File: config.mk
export PLATFORM = sky130hd
export DESIGN_NAME = acl_spi_responder
export DESIGN_NICKNAME = d
export VERILOG_FILES = /design/src/rtl/acl_spi_pkg.sv /design/src/rtl/acl_spi_sync.sv /design/src/rtl/acl_spi_responder.sv
export SDC_FILE = /design/constraint.sdc
export NUM_CORES = 1
export LEC_CHECK = 0
export CORE_MARGIN = 3
export CORE_UTILIZATION = 40
export CTS_BUF_LIST = sky130_fd_sc_hd__clkbuf_16
export CTS_CLUSTER_SIZE = 14
export DETAILED_ROUTE_END_ITERATION = 8
export PLACE_DENSITY = 0.58
export SLEW_MARGIN = 5
export SYNTH_ARGS = -nofsm -noshare
export SYNTH_HDL_FRONTEND = slang
export SYNTH_SLANG_ARGS = --single-unit
File: constraint.sdc
create_clock -name clk -period 5.1 [get_ports clk]
set_clock_uncertainty 0.2 [all_clocks]
set_input_delay 1.53 -clock clk [delete_from_list [all_inputs] [get_ports clk]]
set_output_delay 1.53 -clock clk [all_outputs]
set_load 0.02 [all_outputs]
File: src/rtl/acl_spi_pkg.sv
// Shared definitions for the accelerometer-style SPI responder: FSM states,
// command codes, register map addresses and reset values.
package acl_spi_pkg;

    typedef enum logic [2:0] {
        ST_IDLE,
        ST_CMD,
        ST_ADDR,
        ST_DATA_RD,
        ST_DATA_WR,
        ST_IGNORE
    } spi_state_t;

    localparam logic [7:0] CMD_WRITE = 8'h0A;
    localparam logic [7:0] CMD_READ  = 8'h0B;

    localparam logic [7:0] ADDR_DEV_ID     = 8'h00;
    localparam logic [7:0] ADDR_MEMS_ID    = 8'h01;
    localparam logic [7:0] ADDR_PART_ID    = 8'h02;
    localparam logic [7:0] ADDR_XDATA      = 8'h08;
    localparam logic [7:0] ADDR_YDATA      = 8'h09;
    localparam logic [7:0] ADDR_ZDATA      = 8'h0A;
    localparam logic [7:0] ADDR_XDATA_L    = 8'h0E;
    localparam logic [7:0] ADDR_XDATA_H    = 8'h0F;
    localparam logic [7:0] ADDR_YDATA_L    = 8'h10;
    localparam logic [7:0] ADDR_YDATA_H    = 8'h11;
    localparam logic [7:0] ADDR_ZDATA_L    = 8'h12;
    localparam logic [7:0] ADDR_ZDATA_H    = 8'h13;
    localparam logic [7:0] ADDR_SOFT_RESET = 8'h1F;
    localparam logic [7:0] ADDR_FILTER_CTL = 8'h2C;
    localparam logic [7:0] ADDR_POWER_CTL  = 8'h2D;

    localparam logic [7:0] MEMS_ID_VAL    = 8'h1D;
    localparam logic [7:0] FILTER_CTL_RST = 8'h13;
    localparam logic [7:0] POWER_CTL_RST  = 8'h00;
    localparam logic [7:0] SOFT_RESET_KEY = 8'h52;

endpackage

File: src/rtl/acl_spi_sync.sv
// Two-flop synchronizer for one asynchronous SPI pin, plus rise/fall pulses
// derived from the synchronized level.
module acl_spi_sync #(
    parameter logic IDLE_LEVEL = 1'b0
) (
    input  logic clk,
    input  logic rst,
    input  logic async_in,
    output logic level,
    output logic rise,
    output logic fall
);

    logic meta_q;
    logic sync_q;
    logic prev_q;

    always_ff @(posedge clk) begin
        if (rst) begin
            meta_q <= IDLE_LEVEL;
            sync_q <= IDLE_LEVEL;
            prev_q <= IDLE_LEVEL;
        end else begin
            meta_q <= async_in;
            sync_q <= meta_q;
            prev_q <= sync_q;
        end
    end

    assign level = sync_q;
    assign rise  = sync_q & ~prev_q;
    assign fall  = ~sync_q & prev_q;

endmodule

File: src/rtl/acl_spi_responder.sv
// SPI mode-0 slave exposing a small accelerometer-style register map with
// coherent sample snapshots, auto-incrementing burst reads and writes.
module acl_spi_responder #(
    parameter logic [7:0] SPI_DEV_ID  = 8'hAD,
    parameter logic [7:0] SPI_PART_ID = 8'hF2
) (
    input  logic        clk,
    input  logic        rst,
    input  logic        spi_sclk,
    input  logic        spi_csn,
    input  logic        spi_mosi,
    output logic        spi_miso,
    input  logic [11:0] acc_x,
    input  logic [11:0] acc_y,
    input  logic [11:0] acc_z,
    output logic        wr_valid,
    output logic [7:0]  wr_addr,
    output logic [7:0]  wr_data,
    output logic        busy
);
    import acl_spi_pkg::*;

    logic sclk_level, sclk_rise, sclk_fall;
    logic csn_level, csn_rise, csn_fall;
    logic mosi_level, mosi_rise, mosi_fall;

    acl_spi_sync #(.IDLE_LEVEL(1'b0)) u_sync_sclk (
        .clk(clk), .rst(rst), .async_in(spi_sclk),
        .level(sclk_level), .rise(sclk_rise), .fall(sclk_fall)
    );

    acl_spi_sync #(.IDLE_LEVEL(1'b1)) u_sync_csn (
        .clk(clk), .rst(rst), .async_in(spi_csn),
        .level(csn_level), .rise(csn_rise), .fall(csn_fall)
    );

    acl_spi_sync #(.IDLE_LEVEL(1'b0)) u_sync_mosi (
        .clk(clk), .rst(rst), .async_in(spi_mosi),
        .level(mosi_level), .rise(mosi_rise), .fall(mosi_fall)
    );

    logic unused_sync_bits;
    assign unused_sync_bits = ^{sclk_level, csn_level, mosi_rise, mosi_fall};

    spi_state_t state, state_next;

    logic [2:0]  bit_cnt;
    logic [6:0]  shift_in;
    logic [7:0]  shift_out;
    logic [7:0]  addr;
    logic        is_write;
    logic        miso_q;
    logic [7:0]  filter_ctl;
    logic [7:0]  power_ctl;
    logic [11:0] shadow_x, shadow_y, shadow_z;

    logic [7:0] byte_in;
    logic       byte_done;
    logic [7:0] addr_inc;

    assign byte_in   = {shift_in, mosi_level};
    assign byte_done = sclk_rise && (bit_cnt == 3'd7);
    assign addr_inc  = addr + 8'd1;

    // Reads see only the shadow copies so a multi-byte sample stays coherent.
    function automatic logic [7:0] reg_read(input logic [7:0] a);
        logic [7:0] r;
        r = 8'h00;
        case (a)
            ADDR_DEV_ID:     r = SPI_DEV_ID;
            ADDR_MEMS_ID:    r = MEMS_ID_VAL;
            ADDR_PART_ID:    r = SPI_PART_ID;
            ADDR_XDATA:      r = shadow_x[11:4];
            ADDR_YDATA:      r = shadow_y[11:4];
            ADDR_ZDATA:      r = shadow_z[11:4];
            ADDR_XDATA_L:    r = shadow_x[7:0];
            ADDR_XDATA_H:    r = {{4{shadow_x[11]}}, shadow_x[11:8]};
            ADDR_YDATA_L:    r = shadow_y[7:0];
            ADDR_YDATA_H:    r = {{4{shadow_y[11]}}, shadow_y[11:8]};
            ADDR_ZDATA_L:    r = shadow_z[7:0];
            ADDR_ZDATA_H:    r = {{4{shadow_z[11]}}, shadow_z[11:8]};
            ADDR_FILTER_CTL: r = filter_ctl;
            ADDR_POWER_CTL:  r = power_ctl;
            default:         r = 8'h00;
        endcase
        return r;
    endfunction

    always_ff @(posedge clk) begin
        if (rst) begin
            state <= ST_IDLE;
        end else begin
            state <= state_next;
        end
    end

    // A chip-select release always wins, even against a same-cycle SCLK edge.
    always_comb begin
        state_next = state;
        case (state)
            ST_IDLE: begin
                if (csn_fall) begin
                    state_next = ST_CMD;
                end
            end
            ST_CMD: begin
                if (byte_done) begin
                    if (byte_in == CMD_READ || byte_in == CMD_WRITE) begin
                        state_next = ST_ADDR;
                    end else begin
                        state_next = ST_IGNORE;
                    end
                end
            end
            ST_ADDR: begin
                if (byte_done) begin
                    state_next = is_write ? ST_DATA_WR : ST_DATA_RD;
                end
            end
            default: state_next = state;
        endcase
        if (state != ST_IDLE && csn_rise) begin
            state_next = ST_IDLE;
        end
    end

    always_ff @(posedge clk) begin
        if (rst) begin
            bit_cnt    <= 3'd0;
            shift_in   <= 7'd0;
            shift_out  <= 8'h00;
            addr       <= 8'h00;
            is_write   <= 1'b0;
            miso_q     <= 1'b0;
            wr_valid   <= 1'b0;
            wr_addr    <= 8'h00;
            wr_data    <= 8'h00;
            filter_ctl <= FILTER_CTL_RST;
            power_ctl  <= POWER_CTL_RST;
            shadow_x   <= 12'd0;
            shadow_y   <= 12'd0;
            shadow_z   <= 12'd0;
        end else begin
            wr_valid <= 1'b0;
            if (state == ST_IDLE) begin
                miso_q <= 1'b0;
                if (csn_fall) begin
                    bit_cnt  <= 3'd0;
                    shadow_x <= acc_x;
                    shadow_y <= acc_y;
                    shadow_z <= acc_z;
                end
            end else if (csn_rise) begin
                miso_q  <= 1'b0;
                bit_cnt <= 3'd0;
            end else begin
                if (sclk_rise) begin
                    shift_in <= byte_in[6:0];
                    bit_cnt  <= bit_cnt + 3'd1;
                    if (byte_done) begin
                        case (state)
                            ST_CMD: is_write <= (byte_in == CMD_WRITE);
                            ST_ADDR: begin
                                addr      <= byte_in;
                                shift_out <= reg_read(byte_in);
                            end
                            ST_DATA_RD: begin
                                addr      <= addr_inc;
                                shift_out <= reg_read(addr_inc);
                            end
                            ST_DATA_WR: begin
                                wr_valid <= 1'b1;
                                wr_addr  <= addr;
                                wr_data  <= byte_in;
                                addr     <= addr_inc;
                                if (addr == ADDR_FILTER_CTL) begin
                                    filter_ctl <= byte_in;
                                end else if (addr == ADDR_POWER_CTL) begin
                                    power_ctl <= byte_in;
                                end else if (addr == ADDR_SOFT_RESET && byte_in == SOFT_RESET_KEY) begin
                                    filter_ctl <= FILTER_CTL_RST;
                                    power_ctl  <= POWER_CTL_RST;
                                end
                            end
                            default: ;
                        endcase
                    end
                end
                if (sclk_fall && state == ST_DATA_RD) begin
                    miso_q    <= shift_out[7];
                    shift_out <= {shift_out[6:0], 1'b0};
                end
            end
        end
    end

    assign spi_miso = miso_q;
    assign busy     = (state != ST_IDLE);

endmodule

==> metrics.csv <==
metric,value,unit
grt.overflow.total,0,
wl,21800,um
track_usage,25.5,%
die_y,131,um
min-delay-path-class,reg -> reg,
setup_viol,0,
port_buffers,59,
initial_utilization,41.0,%
wl_per_cell,21.3,um
top_layer,met4,
io_pins,60,
met3_length,1620,um
ys_ff_latch,108,
ant_nets,0,
cts.sinks,108,
cts_hold_buf,0,
slew_headroom,3.72,%
worstHoldStart,u_sync_csn.meta_q$_SDFF_PP1_,
drive_above_1_share,8.74,%
ys_types,74,
avgSynthCellArea,7.93,um2
cts_buffer_depth,2,
tightest_slew,1.44,ns
cts_tree,built,
vias_per_cell,6.03,
hold_viol_final,0,
htree_levels,3,
rsz0062_at_grt,false,
cp.required,3.37,ns
slowest_delay,0.58,ns
seq_area,2160,um2
clkTransAtPathRegs,0.08,ns
post-place-ws,1.72,ns
dieArea,17200,um2
cts_setup_buffers,0,
timing.hold.ws,0.212,ns
drtIter0Drc,553,
critPathMaxFanout,10,
instances_no_fill,1024,
drtPass1Iterations,5,
grt_pass1_vias,5704,
dp.final_hpwl,15700,um
final.period_utilization,74.4,%
fin_ws,1.31,ns
async_flop_share,0,%
max_freq,0.264,GHz
clock_latency,0.36,ns
core_area,15300,um2
grt_max_degree,68,
synth-edff-count,0,
syn_area,6260,um2
yosysMostFrequentCell,nand2_1,
multiInputGateArea,3690,um2
critPathCaptureType,output port,
antenna_found_initial,1,
cp_slowest_cell,clkdlybuf4s50_1,
crit_type,reg -> out,
area_growth,14.3,%
r2r-start,u_sync_mosi.level$_SDFF_PP0_,
grt_pass1_wl,33300,um
vdd_drop_max,160,uV
nets,855,
worstPathCellList,"nor3_1, inv_1, clkdlybuf4s50_1",
postSynthCellCount,789,
gp_congestion,1.02,
yosys.area.top_type,dfxtp_1,
via_count,6170,
drt-met1-wl,10100,um
synth_top_area_share,34.5,%
cts_root_buf,clkbuf_16,
arrival,2.06,ns
tns,0,ns
dpl.cell_count,1007,
fin_crit,3.79,ns
synth_flop_cell,dfxtp_1,
p_leak,0.00226,uW
cp-startpoint,state[0]$_SDFFE_PP0P_,
ys_seq_area_share,34.5,%
ys_top_cells_by_count,"nand2_1, dfxtp_1, a21oi_1",
startpoint_type,register,
finalPower,1680,uW
status,"complete, no violations",
synthTopCellsByArea,"dfxtp_1, nand2_1, a21oi_1, a22oi_1, nor2_1",
fillCellCount,1514,
syn-num-nets,837,
die_x,131,um
drv_cap,0,
drc,0,
yosys_warnings,0,
row_count,45,
dr_wl_met2,9630,um
p_per_area,234,nW/um2
cts_buffers,9,
cts_resized,0,
slew_viol_final,0,
## report_power, final
group / internal (uW) / total (uW) / switching (uW)
Clock: 349 / 705 / 356
Combinational: 48.9 / 97.6 / 48.7
Sequential: 855 / 873 / 17.7
Total: 1250 / 1680 / 422
## logic make-up after synthesis
group | Yosys count | synth area share, %
AO/OA/AOI/OAI | 243 | 27.4
XOR/XNOR | 4 | 0.560
multiplexers | 35 | 5.82
AND/OR/NAND/NOR | 318 | 23.8
flip-flops | 108 | 34.5
buffers and inverters | 74 | 6.52
adder cells (fa/ha/maj) | 7 | 1.40
## layout by cell type, fill, tap and decap left out, types with 3 or more instances in the layout
| cell | count |
|---|---|
| a211oi_1 | 7 |
| a21oi_1 | 82 |
| a221oi_1 | 7 |
| a222oi_1 | 3 |
| a22o_1 | 9 |
| a22oi_1 | 44 |
| a31oi_1 | 6 |
| a32oi_1 | 4 |
| and2_1 | 4 |
| and3_1 | 6 |
| buf_4 | 13 |
| clkbuf_16 | 9 |
| clkdlybuf4s50_1 | 58 |
| dfxtp_1 | 108 |
| ha_1 | 7 |
| inv_1 | 9 |
| mux2_2 | 10 |
| mux2i_1 | 24 |
| nand2_1 | 148 |
| nand2b_1 | 11 |
| nand3_1 | 23 |
| nand3b_1 | 3 |
| nand4_1 | 4 |
| nor2_1 | 70 |
| nor2b_1 | 13 |
| nor3_1 | 9 |
| nor3_2 | 7 |
| nor3b_1 | 3 |
| o211ai_1 | 5 |
| o21ai_0 | 11 |
| o21ai_1 | 9 |
| o22a_1 | 4 |
| o22ai_1 | 15 |
| o31ai_1 | 4 |
| o32ai_1 | 7 |
| o32ai_2 | 5 |
| or2_2 | 3 |
| or3_1 | 4 |
| xor2_1 | 3 |
## worst max-delay path: cells and delay by family, from the launching register on
| kind | cells | cell delay [ns] |
|---|---|---|
| buffers and inverters | 2 | 0.77 |
| and+or+nand+nor | 1 | 0.53 |
| DFF | 1 | 0.40 |
## final timing paths
path                                                     to  slack [ns]  depth (start not counted)
worst min-delay path            u_sync_csn.level$_SDFF_PP1_        0.21                          1
worst max-delay path                                   busy        1.31                          3
worst min register to register  u_sync_csn.level$_SDFF_PP1_        0.21                          1
worst max register to register    power_ctl[1]$_SDFFE_PP0P_        1.90                          8
## metal layers
metal  vias up  global-route usage [%]
li1       2889                       -
met1      2994                    36.4
met4         0                    7.92
met2       248                    38.4
met3        39                    5.47
met5         -                       0
## flip-flops by register name, indices dropped and copies added, names as in the netlist, 3 cells and up
register    cells
addr            8
wr_data         8
state           3
shadow_y       12
bit_cnt         3
filter_ctl      8
wr_addr         8
shift_out       8
shadow_z       12
shift_in        7
shadow_x       12
power_ctl       8
## per-stage QoR
step / area, um2 / utilization [%]
4_1_cts: 7150 / 46.9
5_1_grt: 7150 / 46.9
3_5_place_dp: 6850 / 44.9
2_1_floorplan: 6260 / -
3_3_place_gp: 6850 / 44.9
6_report: 7150 / 46.9
## layout make-up
cell class / instances / share of cell area, %
clock buffer: 9 / 3.15
multi-input combinational: 607 / 51.6
inverter: 10 / 0.717
antenna: 1 / 0.0350
timing repair buffer: 71 / 9.48
sequential: 108 / 30.2
tap: 211 / 3.69
clock inverter: 7 / 1.12
Power figures use the tool's default switching activity.
